`src/rtl/fetch_unit.sv`:
```
// fetch_unit: instruction fetch with prefetch queue, redirect flush and IF/ID register
// Ports:
//   CLK, RESn          clock, asynchronous active-low reset
//   HLT                stall: hold IF_ID outputs, no pop
//   branch_taken/target redirect fetch to branch_target at next edge
//   imem_req/addr/ready fetch request handshake (word aligned address)
//   imem_rvalid/rdata  in-order responses
//   IF_ID_pc/inst      presented instruction, inst 0 is a bubble
//   perf_fetched/flushed  (only with FETCH_PERF_CNT_EN) kept / flushed response counters
module fetch_unit #(
    parameter logic [31:0] RESET_PC    = 32'h0000_0000,
    parameter int          QUEUE_DEPTH = 2
) (
    input  logic        CLK,
    input  logic        RESn,
    input  logic        HLT,
    input  logic        branch_taken,
    input  logic [31:0] branch_target,
`ifdef FETCH_PERF_CNT_EN
    output logic [31:0] perf_fetched,
    output logic [31:0] perf_flushed,
`endif
    output logic        imem_req,
    output logic [31:0] imem_addr,
    input  logic        imem_ready,
    input  logic        imem_rvalid,
    input  logic [31:0] imem_rdata,
    output logic [31:0] IF_ID_pc,
    output logic [31:0] IF_ID_inst
);
    localparam int PW = $clog2(QUEUE_DEPTH);
    localparam int CW = PW + 1;
    localparam logic [CW-1:0] DEPTH = CW'(QUEUE_DEPTH);

    logic [31:0] fpc_q, fpc_d, rsp_pc_q, rsp_pc_d, if_pc_q, if_pc_d, if_inst_q, if_inst_d;
    logic [PW-1:0] rd_q, rd_d, wr_q, wr_d;
    logic [CW-1:0] cnt_q, cnt_d, out_q, out_d, disc_q, disc_d;
    logic [31:0] qpc_q [QUEUE_DEPTH];
    logic [31:0] qpc_d [QUEUE_DEPTH];
    logic [31:0] qinst_q [QUEUE_DEPTH];
    logic [31:0] qinst_d [QUEUE_DEPTH];
    logic accept, rsp_valid, rsp_keep, rsp_drop, push, pop;

    // queued + in-flight never exceeds the queue size, so a response always has room
    assign imem_req   = RESn && (({1'b0, cnt_q} + {1'b0, out_q}) < {1'b0, DEPTH});
    assign imem_addr  = fpc_q;
    assign IF_ID_pc   = if_pc_q;
    assign IF_ID_inst = if_inst_q;
    assign accept     = imem_req && imem_ready;
    // responses with nothing outstanding (e.g. for pre-reset requests) are ignored
    assign rsp_valid  = imem_rvalid && (out_q != '0);
    assign rsp_drop   = rsp_valid && (disc_q != '0);
    assign rsp_keep   = rsp_valid && (disc_q == '0);

    always_comb begin
        fpc_d     = accept ? fpc_q + 32'd4 : fpc_q;
        // responses are in order, so the pc of the next kept response is tracked with one register
        rsp_pc_d  = rsp_keep ? rsp_pc_q + 32'd4 : rsp_pc_q;
        out_d     = out_q + CW'(accept) - CW'(rsp_valid);
        disc_d    = disc_q - CW'(rsp_drop);
        if_pc_d   = if_pc_q;
        if_inst_d = if_inst_q;
        rd_d      = rd_q;
        wr_d      = wr_q;
        cnt_d     = cnt_q;
        qpc_d     = qpc_q;
        qinst_d   = qinst_q;
        push      = 1'b0;
        pop       = 1'b0;
        if (branch_taken) begin
            fpc_d     = branch_target & ~32'h3;
            rsp_pc_d  = branch_target & ~32'h3;
            // everything still in flight after this edge, including a same-cycle accept, is stale
            disc_d    = out_d;
            cnt_d     = '0;
            rd_d      = '0;
            wr_d      = '0;
            if_inst_d = 32'h0;
        end else begin
            pop  = !HLT && (cnt_q != '0);
            push = rsp_keep && (HLT || (cnt_q != '0));
            if (!HLT) begin
                if (pop) begin
                    if_pc_d   = qpc_q[rd_q];
                    if_inst_d = qinst_q[rd_q];
                end else if (rsp_keep) begin
                    if_pc_d   = rsp_pc_q;
                    if_inst_d = imem_rdata;
                end else begin
                    if_inst_d = 32'h0;
                end
            end
            if (push) begin
                qpc_d[wr_q]   = rsp_pc_q;
                qinst_d[wr_q] = imem_rdata;
            end
            wr_d  = wr_q + PW'(push);
            rd_d  = rd_q + PW'(pop);
            cnt_d = cnt_q + CW'(push) - CW'(pop);
        end
    end

    always_ff @(posedge CLK or negedge RESn) begin
        if (!RESn) begin
            fpc_q     <= RESET_PC & ~32'h3;
            rsp_pc_q  <= RESET_PC & ~32'h3;
            if_pc_q   <= RESET_PC;
            if_inst_q <= 32'h0;
            rd_q      <= '0;
            wr_q      <= '0;
            cnt_q     <= '0;
            out_q     <= '0;
            disc_q    <= '0;
        end else begin
            fpc_q     <= fpc_d;
            rsp_pc_q  <= rsp_pc_d;
            if_pc_q   <= if_pc_d;
            if_inst_q <= if_inst_d;
            rd_q      <= rd_d;
            wr_q      <= wr_d;
            cnt_q     <= cnt_d;
            out_q     <= out_d;
            disc_q    <= disc_d;
        end
    end

    always_ff @(posedge CLK) begin
        qpc_q   <= qpc_d;
        qinst_q <= qinst_d;
    end

`ifdef FETCH_PERF_CNT_EN
    logic [31:0] perf_fetched_q, perf_fetched_d, perf_flushed_q, perf_flushed_d;

    assign perf_fetched = perf_fetched_q;
    assign perf_flushed = perf_flushed_q;

    // a kept response landing in a redirect cycle is thrown away with the queue, so it counts as flushed
    always_comb begin
        perf_fetched_d = perf_fetched_q + 32'(rsp_keep && !branch_taken);
        perf_flushed_d = perf_flushed_q + 32'(rsp_drop)
                       + (branch_taken ? 32'(cnt_q) + 32'(rsp_keep) : 32'd0);
    end

    always_ff @(posedge CLK or negedge RESn) begin
        if (!RESn) begin
            perf_fetched_q <= 32'd0;
            perf_flushed_q <= 32'd0;
        end else begin
            perf_fetched_q <= perf_fetched_d;
            perf_flushed_q <= perf_flushed_d;
        end
    end
`endif
endmodule
```
`config.mk`:
```
export PLATFORM = sky130hd
export DESIGN_NAME = fetch_unit
export DESIGN_NICKNAME = d
export VERILOG_FILES = /design/src/rtl/fetch_unit.sv
export SDC_FILE = /design/constraint.sdc
export NUM_CORES = 1
export LEC_CHECK = 0
export BUFFER_PORTS_ARGS = -buffer_cell sky130_fd_sc_hd__buf_2
export CORE_MARGIN = 2
export CORE_UTILIZATION = 45
export DETAILED_ROUTE_END_ITERATION = 16
export PLACE_DENSITY = 0.65
export SYNTH_ARGS = -nofsm -noshare
export SYNTH_HDL_FRONTEND = slang
export SYNTH_SLANG_ARGS = --single-unit
export TNS_END_PERCENT = 100
```
`constraint.sdc`:
```
create_clock -name CLK -period 7.4 [get_ports CLK]
set_clock_uncertainty 0.1 [all_clocks]
set_input_delay 1.85 -clock CLK [delete_from_list [all_inputs] [get_ports CLK]]
set_output_delay 1.85 -clock CLK [all_outputs]
set_load 0.05 [all_outputs]
```
==> flow_summary.ini <==
[worst_setup_path]
cp.required_ns = 5.45
r2r-end = imem_addr[26]
crit_slowest_cell = buf_6
crit_path_end_kind = output port
cp_cell_sequence = buf_6 > nor3b_1 > buf_2
cp-start-kind = input pin
crit_type = in2out
r2r_slack_ns = 4.05
cp_max_fo = 81
cp_top_family = buffers and inverters
cp.depth = 3
critical_path_arrival_ns = 3.16
rr_worst_depth = 7
timing.rr.start = out_q[0]
crit_buf_inv = 2
critical_path.max_stage_delay_ns = 0.56

[cts]
cts_made_buffers = 28
clockBufferDepth = 3
cts_tree = yes
clock_latency_ns = 0.53
cts-htree-levels = 1
cts_hold_buf = 0
cts.repair.resized = 0
post_cts_buffers = 0
cts-root-buf = clkbuf_16
clkTransAtPathRegs_ns = 0.06
clock-sinks = 254

[drt]
wl_met3_mm = 2.15
vias_per_cell = 5.72
first_iter_violations = 603
wl_per_cell_um = 19.0
drc_errors = 0
drtAntennaViolNets = 0
via_count = 8438
wl_met1_mm = 12.5
wl_met2_mm = 12.9
drt_pass1_iterations = 5
dr.max_layer_used = met5
wl_mm = 28.0

[grt]
grt_pass1_vias = 8122
grt.total_usage = 0.204
grt_pass1_wl_mm = 43.8
antenna_found_initial = 1
grt_overflow = 0
grt_start_max_net_pins = 82

[logic_synthesis]
yosys_warnings = 0
synthCells = 990
seq_area_frac_synth = 0.600
synth.avg_cell_area_um2 = 11.7
ys.flop_type = dfrtp_1
syn_area_um2 = 11600
synth_edf_count = 124
synth_cell_types = 56
async_flop_share = 0.512
ys_ff_latch = 254

[min_path]
hold_path_class = reg2reg
hold_depth = 2
min_to = IF_ID_inst[30]
hold_start = IF_ID_inst[30]

[cells_and_area]
nets = 1201
final_cell_mix = buf_2 (159), dfrtp_1 (129), edfxtp_1 (124), o21ai_0 (106), nand2_1 (95)
syn_to_final_growth_pct = 16.8
fillers = 2215
finalNonFillerCells = 1475
layout_commonest_cell = buf_2
drive_gt1_frac = 0.263
num_antenna_cells = 0

[floorplanning]
initial_utilization = 0.460
die_width_um = 165
row_count = 58
fp.coreArea_um2 = 25300
num_io_pins = 167
die-area_um2 = 27100
dieHeight_um = 165

[sta]
holdWs_ns = 0.371
final.min_clock_period_ns = 5.11
drv_slew = 0
finalHoldViolCount = 0
max_freq_ghz = 0.196
worst_pin_slew_ns = 0.850
final-setup-viol-count = 0
post-route-period-util = 0.691
relSlewSlack = 0.432
rsz0062_at_grt = no
final.setup.tns_ns = 0

[power]
peakVddDrop_uv = 203
leakage_uw = 0.00528
power.density_nw_per_um2 = 356

[flow_run]
cap_viol_max_count = 0

[status]
status = finished clean

[place]
dpl.hpwl_mm = 17.8
portBuffers = 160
finalWeightedCongestion = 0.856
placed_cells = 1423
-- registers in the layout (all words and copies together) (netlist names) --
register    count
cnt_q           2
IF_ID_inst     32
qpc_q          60
rd_q            1
qinst_q        64
IF_ID_pc       30
rsp_pc_q       30
disc_q          2
imem_addr      30
wr_q            1
out_q           2
-- layout make-up --
class                           count  area, um2  share of cell area
Sequential cell                   254       6980               0.514
Timing Repair Buffer              173        905              0.0666
Inverter                           12       45.0             0.00332
Clock inverter                     10       72.6             0.00535
Clock buffer                       42        815              0.0600
Multi-Input combinational cell    654       4350               0.320
Tap cell                          330        413              0.0304
-- power breakdown --
| group | internal, uW | switching, uW |
|---|---|---|
| combinational | 488 | 1110 |
| sequential | 1710 | 197 |
| clock | 791 | 542 |
| total | 2990 | 1840 |
-- worst max path at each step --
stage	startpoint	end	slack (ns)
6_report	RESn	imem_req	2.29
3_5_place_dp	RESn	imem_req	2.24
2_1_floorplan	branch_taken	qinst_q[32]	0.02
4_1_cts	RESn	imem_req	2.23
3_3_place_gp	RESn	imem_req	2.25
5_1_grt	RESn	imem_req	2.19
-- logic make-up after synthesis --
family                     after synthesis  synth area share
DFF                                    254             0.600
buffers and inverters                   85            0.0301
other                                    1          0.000323
and+or+nand+nor                        297             0.133
xor gates and xnor gates                22            0.0166
AOI/OAI and AO/OA                      216             0.110
muxes                                  107             0.100
adders and majority gates                8           0.00926
-- synth_stat cells, drive strengths merged (11+ instances only) --
library cell,instances,area share
edfxtp,124,0.32
a311oi,18,0.014
nor2,39,0.013
nand4,25,0.013
dfrtp,130,0.28
nand2,95,0.031
mux2i,31,0.027
o21ai,107,0.046
o31ai,11,0.0071
a21oi,39,0.017
and3,11,0.0059
nand3,16,0.0069
nor2b,12,0.0065
nor4,26,0.015
a211oi,15,0.0097
clkbuf,50,0.016
buf,23,0.010
inv,12,0.0039
a31oi,14,0.0075
mux2,76,0.074
or3,13,0.0070
nor3,17,0.0073
xnor2,14,0.011
-- per-stage QoR --
stage	setup slack, ns	cell area, um2	total power (uW)	utilization
after floorplan	0.0227	11600	3110	-
after global placement	2.25	12700	3500	0.502
after detailed placement	2.24	12700	3530	0.502
after CTS	2.23	13600	4880	0.538
after global routing	2.19	13600	5080	0.538
final	2.29	13600	4830	0.538
-- worst reg2reg max path: stages, from the launching register on --
cell      delay (ns)
dfrtp_1         0.41
and2_1          0.18
fa_1            0.47
and4bb_2        0.53
inv_1           0.29
nor4_1          0.78
a311oi_1        0.21
nor4_1          0.29
-- metal layers --
metal | vias up | global-route usage
met4 | 2 | 0.0435
met1 | 4117 | 0.296
met5 | - | 0
met2 | 308 | 0.326
met3 | 34 | 0.0349
li1 | 3977 | -
No activity file was read; power rests on OpenSTA's default activity.
